===== src/rtl/display_counter.sv =====
// ============================================================================
// Module      : display_counter
// Description : Debounced run/stop up/down counter with prescaler, load,
//               clear and wrap/tick pulses. Define DISPLAY_COUNTER_SATURATE_EN
//               to make the count saturate instead of wrapping.
// Revision    : 1.0 - initial release
// ============================================================================
`default_nettype none

module display_counter #(
  parameter int WIDTH    = 48,
  parameter int PRESCALE = 1,
  parameter int DEBOUNCE = 16
) (
  input  logic             clk_video,
  input  logic             reset_n,
  input  logic             key_run_n,
  input  logic             key_clr_n,
  input  logic             dir,
  input  logic             load,
  input  logic [WIDTH-1:0] load_value,
  output logic [WIDTH-1:0] count,
  output logic             running,
  output logic             tick,
  output logic             wrap
);

  localparam int PW = (PRESCALE > 1) ? $clog2(PRESCALE) : 1;
  localparam int DW = $clog2(DEBOUNCE);

  // Key conditioning: bit 0 = run key, bit 1 = clear key.
  logic [1:0] keys_n;
  logic [1:0] press;

  assign keys_n = {key_clr_n, key_run_n};

  for (genvar gi = 0; gi < 2; gi++) begin : g_key
    logic          s1_q;
    logic          s2_q;
    logic          db_q;
    logic          press_q;
    logic [DW-1:0] cnt_q;

    // The counter measures how long the synchronised level has disagreed
    // with the debounced level; acceptance happens on the DEBOUNCE-th cycle.
    always_ff @(posedge clk_video) begin
      if (!reset_n) begin
        s1_q    <= 1'b1;
        s2_q    <= 1'b1;
        db_q    <= 1'b1;
        press_q <= 1'b0;
        cnt_q   <= '0;
      end else begin
        s1_q    <= keys_n[gi];
        s2_q    <= s1_q;
        press_q <= 1'b0;
        if (s2_q == db_q) begin
          cnt_q <= '0;
        end else if (cnt_q == DW'(DEBOUNCE - 1)) begin
          db_q    <= s2_q;
          cnt_q   <= '0;
          press_q <= ~s2_q;
        end else begin
          cnt_q <= cnt_q + 1'b1;
        end
      end
    end

    assign press[gi] = press_q;
  end

  typedef enum logic [0:0] {
    STOPPED = 1'b0,
    RUNNING = 1'b1
  } state_t;

  state_t           state_q;
  logic             running_q;
  logic [PW-1:0]    presc_q;
  logic [PW-1:0]    presc_d;
  logic [WIDTH-1:0] count_q;
  logic [WIDTH-1:0] count_d;
  logic             tick_q;
  logic             tick_d;
  logic             wrap_q;
  logic             wrap_d;
  logic             step;
  logic             at_limit;
  logic [WIDTH-1:0] stepped;

  assign step     = (state_q == RUNNING) && (presc_q == PW'(PRESCALE - 1));
  assign at_limit = dir ? (count_q == '0) : (count_q == '1);
  assign stepped  = dir ? (count_q - 1'b1) : (count_q + 1'b1);

  always_comb begin
    presc_d = presc_q;
    count_d = count_q;
    tick_d  = step;
    wrap_d  = 1'b0;
    if (state_q == RUNNING) begin
      presc_d = step ? '0 : presc_q + 1'b1;
    end
    // Clear beats load beats step; tick still reports a step that was overridden.
    if (press[1]) begin
      count_d = '0;
      presc_d = '0;
    end else if (load) begin
      count_d = load_value;
    end else if (step) begin
`ifdef DISPLAY_COUNTER_SATURATE_EN
      if (!at_limit) begin
        count_d = stepped;
      end
`else
      count_d = stepped;
      wrap_d  = at_limit;
`endif
    end
  end

  always_ff @(posedge clk_video) begin
    if (!reset_n) begin
      state_q   <= STOPPED;
      running_q <= 1'b0;
      presc_q   <= '0;
      count_q   <= '0;
      tick_q    <= 1'b0;
      wrap_q    <= 1'b0;
    end else begin
      if (press[0]) begin
        state_q   <= (state_q == RUNNING) ? STOPPED : RUNNING;
        running_q <= (state_q == STOPPED);
      end
      presc_q <= presc_d;
      count_q <= count_d;
      tick_q  <= tick_d;
      wrap_q  <= wrap_d;
    end
  end

  assign count   = count_q;
  assign running = running_q;
  assign tick    = tick_q;
  assign wrap    = wrap_q;

endmodule

`default_nettype wire


===== config.mk =====
export PLATFORM = sky130hd
export DESIGN_NAME = display_counter
export DESIGN_NICKNAME = d
export VERILOG_FILES = /design/src/rtl/display_counter.sv
export SDC_FILE = /design/constraint.sdc
export NUM_CORES = 1
export LEC_CHECK = 0
export BUFFER_PORTS_ARGS = -buffer_cell sky130_fd_sc_hd__buf_2
export CORE_ASPECT_RATIO = 1.4
export CORE_MARGIN = 2
export CORE_UTILIZATION = 50
export CTS_BUF_LIST = sky130_fd_sc_hd__clkbuf_16
export CTS_CLUSTER_SIZE = 24
export DETAILED_ROUTE_END_ITERATION = 8
export PLACE_DENSITY = 0.74
export SLEW_MARGIN = 20
export SYNTH_ARGS = -nofsm -noshare
export SYNTH_HDL_FRONTEND = slang
export SYNTH_SLANG_ARGS = --single-unit

===== constraint.sdc =====
create_clock -name clk_video -period 3.05 [get_ports clk_video]
set_input_delay 0.305 -clock clk_video [delete_from_list [all_inputs] [get_ports clk_video]]
set_output_delay 0.305 -clock clk_video [all_outputs]
set_load 0.01 [all_outputs]

==> flow_summary_export.csv <==
group,metric,value,unit
outcome,status,"completed",
power_and_ir_drop,p_int,2.16,mW
power_and_ir_drop,p_seq_frac,0.303,
grt,grt_remaining_overflow,0,
synth,ys_ff_latch,68,
grt,grt_pass1_vias,7017,
worst_setup_path,required,3310,ps
layout,stdcell_area,7640,µm²
min_path,min_path_type,"in2reg",
sta,skew,8.64,ps
detailed_routing,dr.pass1.iters,6,
worst_setup_path,cp_max_fo,5,
worst_setup_path,cp.arrival,3170,ps
synth,ys_seq_area_frac,0.234,
sta,fmax,344,MHz
synth,syn_inst,769,
synth,syn-num-nets,872,
detailed_routing,post_drt_wl_per_cell,18.6,µm
worst_setup_path,cpPeakStageDelay,390,ps
synth,synth_edf_count,0,
synth,synth_area,5830,µm²
flow_run,cap_violations,0,
layout,layout_commonest_cell,"buf_4",
synth,postSynth.asyncResetShare,0,
synth,syn_area_per_cell,7.58,µm²
clocking,cts_sinks,68,
sta,setup-violations-final,0,
layout,nets,1083,
power_and_ir_drop,vdd_drop_max,0.000435,V
synth,synth_top_flop_cell,"dfxtp_1",
grt,grt_max_degree,43,
power_and_ir_drop,leakagePower,3.60,nW
sta,period_needed,2910,ps
sta,worst_slew_pin_slew,772,ps
sta,setup_slack,142,ps
layout,n_fill_cell,989,
layout,drive_gt1_frac,0.283,
layout,n_antenna_cell,0,
clocking,postCtsSetupBuffers,0,
power_and_ir_drop,switching_share,0.337,
synth,yosys_warnings,0,
clocking,htree_levels,3,
placed_design,io_buffer_count,104,
floorplanning,core-area,11300,µm²
clocking,clkTransAtPathRegs,60,ps
detailed_routing,via_per_inst,6.19,
clocking,cts_tree,"done",
power_and_ir_drop,comb_power_share,0.326,
clocking,cts-root-buf,"clkbuf_16",
sta,maxSlewHeadroom,0.486,
floorplanning,dieHeight,132,µm
worst_setup_path,crit_chain,"ha_1, a41oi_1, o21ai_1, a21oi_1, or3_4, a2111oi_1, buf_4, nor2_1, o31a_1, xnor2_1, a211oi_1",
placed_design,pre_cts_ws,-185,ps
layout,mostFrequentLayoutCells,"buf_4 (134), a21oi_1 (115), buf_2 (103), nand2_1 (74), dfxtp_1 (68)",
grt,antenna_found_initial,0,
sta,rsz0062_at_grt,"no",
synth,ys_types,76,
floorplanning,dieWidth,95.2,µm
detailed_routing,antenna_left,0,
grt,grt_pass1_wl,33.5,mm
power_and_ir_drop,p_switching,1.10,mW
detailed_routing,drt_iter0_markers,422,
placed_design,dp_hpwl,16.0,mm
worst_setup_path,worstSetupPathType,"reg2reg",
placed_design,place_area,7300,µm²
power_and_ir_drop,p_clk_frac,0.371,
detailed_routing,drc,0,
floorplanning,rows,46,
clocking,insertion_delay,340,ps
clocking,ctsResizeCount,0,
floorplanning,io_pins,105,
sta,hold_viol_final,0,
clocking,hold_buffers,0,
layout,area_delta_synth_final,31.1,%
worst_setup_path,cp-start-kind,"flip-flop",
floorplanning,start_util,0.514,
clocking,cts_buffers,9,
floorplanning,die-area,12500,µm²
detailed_routing,via_count,6986,
sta,drv_slew,0,
detailed_routing,wirelength,21.0,mm
clocking,cts_buffer_depth,2,
sta,period_share,0.953,
placed_design,routabilityCongestion,1.00,
worst_setup_path,critPathSlowestCell,"ha_1",
grt,gr-usage-all-layers,0.336,
power_and_ir_drop,pwr_density_cell,426,nW/µm²
worst_setup_path,cp-end-kind,"flip-flop",
[per-stage QoR]
stage                     instances  setup TNS [ps]  hold slack, ps   util  total power [mW]
after floorplan                 769               0             378      -              1.62
after global placement         1113            -905             388  0.644              2.01
after detailed placement       1113           -2130             394  0.644              2.04
after CTS                      1129               0             146  0.673              3.24
after global routing           1129               0             161  0.674              3.40
final                          1129               0             146  0.674              3.26
[cells by family after synthesis]
family / synth area share
DFF: 0.234
muxes: 0.0114
and+or+nand+nor: 0.237
AOI/OAI and AO/OA: 0.294
buffers and inverters: 0.0535
adders and majority gates: 0.106
xor gates and xnor gates: 0.0646
[worst paths after layout]
| path | start | endpoint | slack [ps] | depth (start not counted) |
|---|---|---|---|---|
| worst min register to register | g_key[1].s1_q | g_key[1].s2_q | 420 | 1 |
| worst max register to register | count[13] | count[37] | 140 | 11 |
| worst max-delay path | count[13] | count[37] | 140 | 11 |
| worst min-delay path | key_run_n | g_key[0].s1_q | 150 | 2 |
[layout make-up]
type,instances,area (µm²),share of cell area
Clock inverter,7,105,0.0138
Timing Repair Buffer,238,1530,0.200
Multi-Input combinational cell,643,4170,0.545
Sequential cell,68,1360,0.178
Clock buffer,9,225,0.0295
Tap cell,144,180,0.0236
Inverter,20,75.1,0.00982
[registers in the layout, summed over array words and instances, names as in the netlist]
register	count
g_key.db_q	2
presc_q	1
g_key.s1_q	2
g_key.s2_q	2
count	48
g_key.press_q	2
wrap	1
state_q	1
g_key.cnt_q	8
tick	1
[per-layer routing]
metal  GRT usage  up-vias  part of all wire
met4       0.218        0             0.062
met3      0.0572       95             0.071
met5           0        -                 0
met2       0.598      347              0.51
met1       0.353     3236              0.36
li1            -     3308                 -
[power by group through the flow]
stage / logic, mW / clock network, mW / registers, mW
detailed placement: 1.03 / 0 / 1.00
CTS: 1.04 / 1.21 / 0.983
finish: 1.06 / 1.21 / 0.986
floorplan: 0.605 / 0 / 1.01
global placement: 1.01 / 0 / 1.00
global route: 1.16 / 1.26 / 0.989
[critical path, delay by kind of cell (launching register included)]
family | cells | cell delay [ps]
and+or+nand+nor | 2 | 450
buffers and inverters | 1 | 200
DFF | 1 | 350
adders and majority gates | 1 | 390
xor gates and xnor gates | 1 | 120
AOI/OAI and AO/OA | 6 | 1310
[cell usage after synthesis (12+ instances only)]
library cell | n | area (µm²)
ha_1 | 48 | 601
nor4_1 | 15 | 93.8
xor2_1 | 20 | 175
inv_1 | 20 | 75.1
o211ai_1 | 13 | 97.6
clkbuf_1 | 25 | 93.8
and3_1 | 13 | 81.3
nor3_1 | 21 | 105
nor2_1 | 56 | 210
a21oi_1 | 115 | 576
o21ai_0 | 45 | 225
xnor2_1 | 23 | 201
a31oi_1 | 12 | 75.1
nand2b_1 | 12 | 75.1
nand4_1 | 23 | 144
dfxtp_1 | 68 | 1360
nand2_1 | 74 | 278
nand3_1 | 19 | 95.1
a21o_1 | 20 | 150
(Power assumes the default switching activity.)
